$ cat config.mk
export PLATFORM = sky130hd
export DESIGN_NAME = eeprom_read_ctrl
export DESIGN_NICKNAME = d
export VERILOG_FILES = /design/src/rtl/eeprom_read_ctrl.sv
export SDC_FILE = /design/constraint.sdc
export NUM_CORES = 1
export LEC_CHECK = 0
export BUFFER_PORTS_ARGS = -buffer_cell sky130_fd_sc_hd__buf_4
export CORE_UTILIZATION = 56
export CTS_CLUSTER_DIAMETER = 150
export CTS_CLUSTER_SIZE = 12
export DETAILED_ROUTE_END_ITERATION = 7
export GPL_TIMING_DRIVEN = 0
export PLACE_DENSITY = 0.85
export SYNTH_ARGS = -nofsm -noshare
export SYNTH_HDL_FRONTEND = slang
export SYNTH_SLANG_ARGS = --single-unit
$ cat constraint.sdc
create_clock -name clock -period 3.4 [get_ports clock]
set_input_delay 0.68 -clock clock [delete_from_list [all_inputs] [get_ports clock]]
set_output_delay 0.68 -clock clock [all_outputs]
set_load 0.05 [all_outputs]
$ cat src/rtl/eeprom_read_ctrl.sv
// eeprom_read_ctrl
// Read controller for a 32 KiB asynchronous EEPROM (28256) used as boot ROM.
// A request (start address + beat count) is accepted from the system side.
// The controller drives the EEPROM address and the active-low chip/output
// enables, and waits WAIT_CYCLES cycles per byte. It then registers the byte
// and offers it on a response port with backpressure. The EEPROM data bus is
// only ever read.
//
// Handshake rule for both req_* and rsp_* ports: a transfer happens on a rising
// clock edge where valid and ready are both high. A producer keeps valid and
// its payload stable until that edge. A consumer may change ready at any time.
//
// Ports
//   clock, reset          : sole clock; asynchronous active-high reset
//   req_valid/req_ready   : request handshake (req_ready = state is IDLE)
//   req_addr[14:0]        : first byte address
//   req_len[3:0]          : number of beats minus one (1..16 bytes)
//   rsp_valid/rsp_ready   : response handshake (rsp_valid = state is HOLD)
//   rsp_data[7:0]         : registered EEPROM byte
//   rsp_last              : final beat of the current request
//   busy                  : state is not IDLE
//   mem_addr[14:0]        : EEPROM address pins
//   mem_data[7:0]         : EEPROM data pins (input only)
//   mem_ce_n, mem_oe_n    : EEPROM chip/output enable, registered, active low
//   state_dbg[1:0]        : current FSM state (IDLE=0 ACCESS=1 HOLD=2 RECOVER=3)
module eeprom_read_ctrl #(
  parameter int WAIT_CYCLES = 4,  // 1..15
  parameter int TURNAROUND  = 1   // 0..7
) (
  input  logic        clock,
  input  logic        reset,
  input  logic        req_valid,
  output logic        req_ready,
  input  logic [14:0] req_addr,
  input  logic [3:0]  req_len,
  output logic        rsp_valid,
  input  logic        rsp_ready,
  output logic [7:0]  rsp_data,
  output logic        rsp_last,
  output logic        busy,
  output logic [14:0] mem_addr,
  input  logic [7:0]  mem_data,
  output logic        mem_ce_n,
  output logic        mem_oe_n,
  output logic [1:0]  state_dbg
);

  localparam logic [1:0] IDLE    = 2'd0;
  localparam logic [1:0] ACCESS  = 2'd1;
  localparam logic [1:0] HOLD    = 2'd2;
  localparam logic [1:0] RECOVER = 2'd3;

  localparam logic [3:0] WAIT_LD = 4'(WAIT_CYCLES);
  localparam logic [2:0] TURN_LD = 3'(TURNAROUND);

  logic [1:0] state;
  logic [3:0] wait_cnt;   // access cycles left for the current byte
  logic [3:0] beat_cnt;   // beats remaining after the current one
  logic [2:0] turn_cnt;   // recovery cycles left
  logic       en_n;       // shared registered enable for CE# and OE#

  assign req_ready = (state == IDLE);
  assign busy      = (state != IDLE);
  assign rsp_valid = (state == HOLD);
  assign mem_ce_n  = en_n;
  assign mem_oe_n  = en_n;
  assign state_dbg = state;

  always_ff @(posedge clock or posedge reset) begin
    if (reset) begin
      state    <= IDLE;
      wait_cnt <= 4'd0;
      beat_cnt <= 4'd0;
      turn_cnt <= 3'd0;
      mem_addr <= 15'd0;
      en_n     <= 1'b1;
      rsp_data <= 8'h00;
      rsp_last <= 1'b0;
    end else begin
      case (state)
        IDLE: begin
          if (req_valid) begin
            state    <= ACCESS;
            mem_addr <= req_addr;
            beat_cnt <= req_len;
            wait_cnt <= WAIT_LD;
            en_n     <= 1'b0;
          end
        end

        ACCESS: begin
          wait_cnt <= wait_cnt - 4'd1;
          // Address has been stable for WAIT_CYCLES cycles at this edge.
          if (wait_cnt == 4'd1) begin
            rsp_data <= mem_data;
            rsp_last <= (beat_cnt == 4'd0);
            state    <= HOLD;
          end
        end

        HOLD: begin
          if (rsp_ready) begin
            if (beat_cnt != 4'd0) begin
              // Sequential read: enables stay low, address wraps at 0x7FFF.
              mem_addr <= mem_addr + 15'd1;
              beat_cnt <= beat_cnt - 4'd1;
              wait_cnt <= WAIT_LD;
              state    <= ACCESS;
            end else begin
              en_n     <= 1'b1;
              turn_cnt <= TURN_LD;
              state    <= (TURNAROUND == 0) ? IDLE : RECOVER;
            end
          end
        end

        RECOVER: begin
          if (turn_cnt <= 3'd1) begin
            state <= IDLE;
          end else begin
            turn_cnt <= turn_cnt - 3'd1;
          end
        end

        default: begin
          state <= IDLE;
          en_n  <= 1'b1;
        end
      endcase
    end
  end

endmodule

Yosys cells after proc, flatten, opt, wreduce, memory -nomap -nowiden
Index checks and enable logic that the tools add are counted.

Bits in registers: 38. Input port bits: 31. Latch bits: 0. Memories: 0. ROM bits: 0. Output and inout port bits: 31. Logic and storage cells: 63. Memory bits (writable): 0.

Shift-type cells: 0. $add $sub $neg: 4. Divide/modulo/power cells: 0. Reductions and logical operators: 13. Multipliers: 0. Bitwise gates (word level): 0. Multiplexer cells: 26. Equal/unequal tests: 11. Order comparisons: 1.

Operators by type and width (count): $mux W15 (3); $pmux W15 S2 (1); $mux W4 (6); $reduce_and A4 Y1 (5); $add A15 B1 Y15 const B (1); $pmux W4 S3 (1); $mux W2 (5); $ne A2 B2 Y1 const B (5); $mux W3 (3); $pmux W2 S4 (1); $pmux W4 S2 (1); $sub A4 B1 Y4 const B (2); $pmux W3 S2 (1); $reduce_bool A2 Y1 (3); $eq A2 B2 Y1 const B (2); $eq A4 B1 Y1 const B (1); $logic_not A4 Y1 (1); $ne A2 B1 Y1 const B (2); $reduce_bool A4 Y1 (1); $le A3 B1 Y1 const B (1); $mux W1 (3); $reduce_bool A3 Y1 (1); $sub A3 B1 Y3 const B (1); $eq A2 B1 Y1 const B (1); 3 further kinds (3).

Longest topological paths before layout
Gate-level depths: netlist (run 1).

Word-level depth: 4. Depth in mapped cells: 7. Gate-level depth less buffers: 6.

Worst setup path after synthesis (run 1)
OpenSTA, ideal clock, no wires.

Path type: register -> output. From: register state[0] (netlist: state_dbg[0]). To: output req_ready. Data arrival time: 1.846 ns. Slack: 0.874 ns. Required time: 2.720 ns. Stages on the path, launching flop included: 5. Cell sequence: dfrtp_1 clkbuf_1 inv_1 nand2_1 inv_1.

Word-level cells in the longest chain between the ends: 1.

Ends and longest elaborated chain: from (decl) (RTL line 56) `logic [1:0] state;`; from (signal assigned) (RTL line 112) `state <= (TURNAROUND == 0) ? IDLE : RECOVER;`; $logic_not A2 Y1 (RTL line 62) `assign req_ready = (state == IDLE);`; to (decl) (RTL line 33) `output logic req_ready,`.

Every way passes these cells.

Worst setup path in the final report (run 1)
From: register state[0] (netlist: state_dbg[0]). To: output rsp_valid.

Word-level cells in the longest chain between the ends: 1.

Ends and longest elaborated chain: $eq A2 B2 Y1 (RTL line 64) `assign rsp_valid = (state == HOLD);`; to (decl) (RTL line 36) `output logic rsp_valid,`.

Every way passes these cells.

==> results.yml, run 1 <==
clock_tree:
  clkTransAtPathRegs_ps: 70
  htreeDepth: 2
  insertion_delay_ps: 290
  numCtsBuffers: 5
  cts_tree: "done"
  clk_path_buf_depth: 2
  cts-root-buf: "clkbuf_8"
  hold_buffers: 0
  cts_sinks: 38
  post_cts_buffers: 0
  ctsResizeCount: 0
synthesis:
  synth-adder-area-share_pct: 3.396
  synth_area_per_cell_um2: 9.329
  synth_cell_types: 53
  synthFlopType: "dfrtp_1"
  synth-compound-area-share_pct: 23.71
  syn-instance-count: 237
  yosys-top-cells-count: "dfrtp_1, a21oi_1, nor2_1"
  ys_async_sr_fraction_pct: 100.0
  ys_ff_latch: 38
  synthTopCellsByArea: "dfrtp_1, a21oi_1, mux2_2"
  synth-simple-area-share_pct: 18.56
  syn_nets: 274
  synth_xor_area_share_pct: 0
  yosys.area.top_type: "dfrtp_1"
  synth_top_family_by_area: "compound AO/OA/AOI/OAI gates"
  synth-edff-count: 0
  yosys_warnings: 0
  netlist_area_um2: 2211
  synth_top_area_share_pct: 41.88
  ys_seq_area_share_pct: 43.07
  synth_mux_area_share_pct: 5.603
  yosysMostFrequentCell: "dfrtp_1"
global_routing:
  antenna_found_initial: 0
  grt_max_degree: 39
  grt_pass1_wl_um: 9404
  grt_pass1_vias: 2040
  grt_usage_pct: 29.28
  grt.overflow.total: 0
setup_path:
  cp_top_family: "buffers and inverters"
  crit_chain: "nand2b_1 > inv_1 > clkbuf_1 > buf_4"
  arrival_ps: 1820
  max_stage_delay_ps: 460
  end_kind: "primary output"
  critPathMaxFanout: 10
  worstPathRequired_ps: 2720
  critPathKind: "register to primary output"
  critPathLaunchType: "register"
  crit_path_top_delay_cell: "dfrtp_1"
  worst-path-buf-inv: 3
route:
  wl_um: 5793
  dr.pass1.iters: 5
  met2_length_um: 2922
  wl_met3_um: 494
  final_antenna_net_count: 0
  top_layer: "met4"
  vias: 2183
  avgRoutedWirePerCell_um: 16.36
  vias_per_cell: 6.167
  drc_errors: 0
  drt_iter0_markers: 226
  wl_met1_um: 2295
timing:
  timing.hold.ws_ps: 487.3
  period_minus_slack_ps: 2497
  slew_headroom_pct: 48.10
  max_freq_mhz: 400.5
  hold_viol: 0
  fin_skew_ps: 6.380
  finalMaxSlewViolations: 0
  fin_tns_setup_ps: 0
  setup_viol_count_final: 0
  rsz0062_at_grt: "false"
  worst_pin_slew_ps: 777.3
  period_share_pct: 73.44
floorplan:
  initial_core_util_pct: 59.49
  placementRows: 22
  io_pins: 62
  core_um2: 3716
  die_x_um: 64.83
  dieArea_um2: 4203
  die_h_um: 64.83
power_and_ir_drop:
  swShare_pct: 51.80
  ir_drop_v: 0.0006833
  power_switching_uw: 1523
  p_clk_share_pct: 10.8
  power_frac_comb_pct: 59.2
  p_per_area_nw_per_um2: 1042
  power.leakage_uw: 0.001265
  power_uw: 2939
  p_int_uw: 1417
  power_frac_seq_pct: 30.0
placed_design:
  placed_cells: 346
  gp_congestion: 0.8726
  portBuffers: 61
  dp_hpwl_um: 4270
final_layout:
  nNetsFinal: 342
  layout-drive-gt1-share_pct: 33.33
  fin_util_pct: 75.89
  antenna_cells: 0
  finalNonFillerCells: 354
  syn2layout_area_growth_pct: 27.56
outcome:
  status: "finished clean"
job:
  drv_cap: 0
hold_path:
  min_path_type: "register to register"
-- power by group through the flow --
stage	Sequential (uW)	Combinational (uW)	Clock, uW
CTS	875	1740	321
global placement	869	1690	0
global route	906	1840	341
detailed placement	883	1730	0
finish	881	1740	319
floorplan	1370	716	0
-- routing by layer --
layer / vias to the layer above / GRT usage [%]
met2: 120 / 49.74
met4: 0 / 6.667
met3: 12 / 6.514
met5: - / 0
met1: 1043 / 37.84
li1: 1008 / -
-- path summary, 6_finish.rpt --
kind / startpoint / endpoint / slack [ps] / cells past startpoint
worst max-delay path: state_dbg[0] / rsp_valid / 900 / 4
worst min-delay path: rsp_last / rsp_last / 490 / 2
worst max register to register: beat_cnt[0] / mem_addr[3] / 1340 / 7
worst min register to register: rsp_last / rsp_last / 490 / 2
max in group asynchronous: reset / mem_addr[2] / 2360 / 2
min in group asynchronous: reset / mem_addr[7] / 540 / 2
-- layout make-up --
type,count,area (um^2)
clock inverters,1,5.005
fillers,302,895.9
repair buffers,61,457.9
plain buffers,11,72.57
inverters,14,52.55
well taps,48,60.06
clock buffers,7,86.33
flip-flops and latches,38,952.2
multi-input cells,174,1134
-- cells by family (layout without fill, tap and decap cells) --
| family | count (synthesis) | after routing |
|---|---|---|
| compound gates | 81 | 81 |
| simple gates | 76 | 76 |
| flops | 38 | 38 |
| buf+inv | 25 | 94 |
| mux | 11 | 11 |
| fa+ha+maj | 6 | 6 |
-- worst min-delay path: stages (launching register included) --
cell     delay [ps]
dfrtp_1         350
nand2_1          50
o21ai_0          60
-- flip-flops by register name, indices dropped and copies added (netlist names) --
signal     flops
state_dbg      2
rsp_data       8
mem_addr      15
beat_cnt       4
rsp_last       1
turn_cnt       3
wait_cnt       4
mem_ce_n       1
-- cells in the final DEF, fill, tap and decap left out, types with 3 or more instances in the layout --
cell type	n
ha_1	6
nand2_1	14
mux2_2	8
o21ba_2	3
clkbuf_8	6
a31oi_1	5
o22ai_1	5
buf_2	4
and3_1	3
nand4_1	5
a2bb2oi_1	3
dfrtp_1	37
clkbuf_1	3
o31ai_1	3
nor2_1	20
o21ai_0	13
buf_6	3
a21oi_1	29
nor3_1	7
buf_4	62
nand3_1	7
inv_1	13
a31o_2	3
-- metrics by stage --
stage,area [um^2],setup slack [ps]
CTS,2820,935.6
finish,2820,903.2
global placement,2729,1266
global route,2820,830.3
floorplan,2211,874.4
detailed placement,2729,1266
Power figures use the tool's default switching activity.
==> run 2: changes to the inputs <==
ABC_AREA = 1   (was unset)
CORE_UTILIZATION = 53   (was 56)
PLACE_DENSITY = 0.8   (was 0.85)
clock period = 2.4 ns   (was 3.4 ns; I/O delays follow)
==> run 2 against run 1 <==
Compared with the run above:
- power grew 60%
- sequential share of layout area shrank 1.2 points
- flip-flop and latch count is the same
- sequential power grew 49%
- final area grew 3.6%
- die area grew 10%
- via count grew 1.1%
- cell count grew 22%
- clock-buffer cell count is the same
- combinational power grew 68%
- highest routed layer unchanged
==> results.yml, run 2 <==
clock_tree:
  ctsResizeCount: 0
  cts_tree: "done"
  htreeDepth: 2
  insertion_delay_ps: 300
  cts-root-buf: "clkbuf_8"
  post_cts_buffers: 0
  hold_buffers: 0
  clk_path_buf_depth: 2
  numCtsBuffers: 5
  clkTransAtPathRegs_ps: 70
  cts_sinks: 38
synthesis:
  yosys-top-cells-count: "nand2_1, nor2_1, dfrtp_1"
  yosysMostFrequentCell: "nand2_1"
  ys_ff_latch: 38
  synth_cell_types: 33
  synthTopCellsByArea: "dfrtp_1, nand2_1, nor2_1"
  ys_seq_area_share_pct: 41.22
  synth-edff-count: 0
  synth_area_per_cell_um2: 7.379
  synthFlopType: "dfrtp_1"
  yosys_warnings: 0
  ys_async_sr_fraction_pct: 100.0
  yosys.area.top_type: "dfrtp_1"
  syn-instance-count: 313
  syn_nets: 350
  netlist_area_um2: 2310
  synth_top_area_share_pct: 40.09
timing:
  hold_viol: 0
  fin_tns_setup_ps: 0
  slew_headroom_pct: 45.29
  setup_viol_count_final: 0
  fin_skew_ps: 6.137
  max_freq_mhz: 478.3
  period_minus_slack_ps: 2091
  finalMaxSlewViolations: 0
  worst_pin_slew_ps: 819.4
  period_share_pct: 87.11
  rsz0062_at_grt: "false"
floorplan:
  die_h_um: 68.02
  die_x_um: 68.02
  dieArea_um2: 4626
  io_pins: 62
  core_um2: 4086
  initial_core_util_pct: 56.52
  placementRows: 23
global_routing:
  grt_usage_pct: 26.13
  grt_pass1_wl_um: 9025
  grt_max_degree: 39
  grt.overflow.total: 0
  antenna_found_initial: 0
  grt_pass1_vias: 2050
route:
  avgRoutedWirePerCell_um: 12.70
  drt_iter0_markers: 145
  drc_errors: 0
  wl_um: 5486
  vias: 2207
  final_antenna_net_count: 0
  vias_per_cell: 5.109
  dr.pass1.iters: 4
setup_path:
  r2r_setup_slack_ps: 900
  critPathMaxFanout: 10
  critPathKind: "register to primary output"
  r2r_start: "mem_addr[0]"
  arrival_ps: 1610
  crit_chain: "inv_2 > nand2_4 > inv_2 > buf_6 > buf_4 > buf_4"
  worstPathRequired_ps: 1920
  end_kind: "primary output"
  regToRegEndpoint: "mem_addr[10]"
  crit_path_top_delay_cell: "dfrtp_1"
  reg2reg_depth: 8
  critPathLaunchType: "register"
  max_stage_delay_ps: 440
power_and_ir_drop:
  ir_drop_v: 0.0008927
  power.leakage_uw: 0.001533
  p_per_area_nw_per_um2: 1612
final_layout:
  fin_util_pct: 71.49
  fill_cells: 339
  antenna_cells: 0
  layout_commonest_cell: "nand2_1"
  layout-drive-gt1-share_pct: 25.39
  nNetsFinal: 418
  top_register: "mem_addr"
  syn2layout_area_growth_pct: 26.49
  finalNonFillerCells: 432
  layout_common_cells: "nand2_1, buf_4, nor2_1, dfrtp_1, inv_1"
  largest_reg_flops: 15
  top_regs: "mem_addr: 15 flops, rsp_data: 8 flops"
placed_design:
  gp_congestion: 0.8904
  dp_hpwl_um: 4010
  placed_cells: 424
  portBuffers: 61
hold_path:
  min_path_type: "input pin to async pin"
job:
  drv_cap: 0
outcome:
  status: "finished clean"
[run 2: through the flow]
step                worst slack (ps)  instance area [um^2]  hold slack (ps)  power (uW)
finish                         309.3                  2922            349.7        4710
global route                   228.9                  2922            380.8        5059
CTS                            310.4                  2922            376.7        4726
detailed placement             650.5                  2830            459.5        4255
global placement               458.8                  2830            455.6        4169
floorplan                      278.4                  2310            453.0        3443
[run 2: area by class of cell]
type	instances	area, um^2	area share [%]
plain buffers	8	75.07	2.570
clock buffers	7	86.33	2.955
clock inverters	1	5.005	0.1713
inverters	28	105.1	3.597
multi-input cells	239	1177	40.30
flip-flops and latches	38	952.2	32.59
well taps	50	62.56	2.141
repair buffers	61	457.9	15.67
[run 2: critical path: cells and delay by family, from the launching register on]
family | cells | cell delay, ps
buffers and inverters | 5 | 780
and+or+nand+nor | 1 | 90
DFF | 1 | 440
[run 2: worst max-delay path by stage]
stage | startpoint | end | cells past startpoint | slack, ps
2_1_floorplan | state_dbg[1] | req_ready | 3 | 280
3_3_place_gp | reset | mem_addr[0] | 2 | 460
3_5_place_dp | state_dbg[0] | rsp_valid | 6 | 650
4_1_cts | state_dbg[0] | rsp_valid | 6 | 310
5_1_grt | state_dbg[0] | rsp_valid | 6 | 230
6_report | state_dbg[0] | rsp_valid | 6 | 310
[run 2: cells by family (layout without fill, tap and decap cells)]
group | Yosys count | in the layout | synth area share, %
fa+ha+maj | 6 | 6 | 3.250
xor+xnor | 8 | 8 | 3.033
flops | 38 | 38 | 41.22
buf+inv | 36 | 105 | 7.800
compound gates | 32 | 32 | 7.693
mux | 1 | 1 | 0.4334
simple gates | 192 | 192 | 36.57
[run 2: report_power, final]
group	switching (uW)	internal [uW]
logic	1970	959
registers	343	969
clock network	233	232
[run 2: per-layer routing]
layer	GRT usage (%)	vias up	wire, um
li1	-	1122	-
met1	34.58	1005	2478
met2	42.40	75	2574
met3	4.167	5	360
met4	10.16	0	72
met5	0	-	0
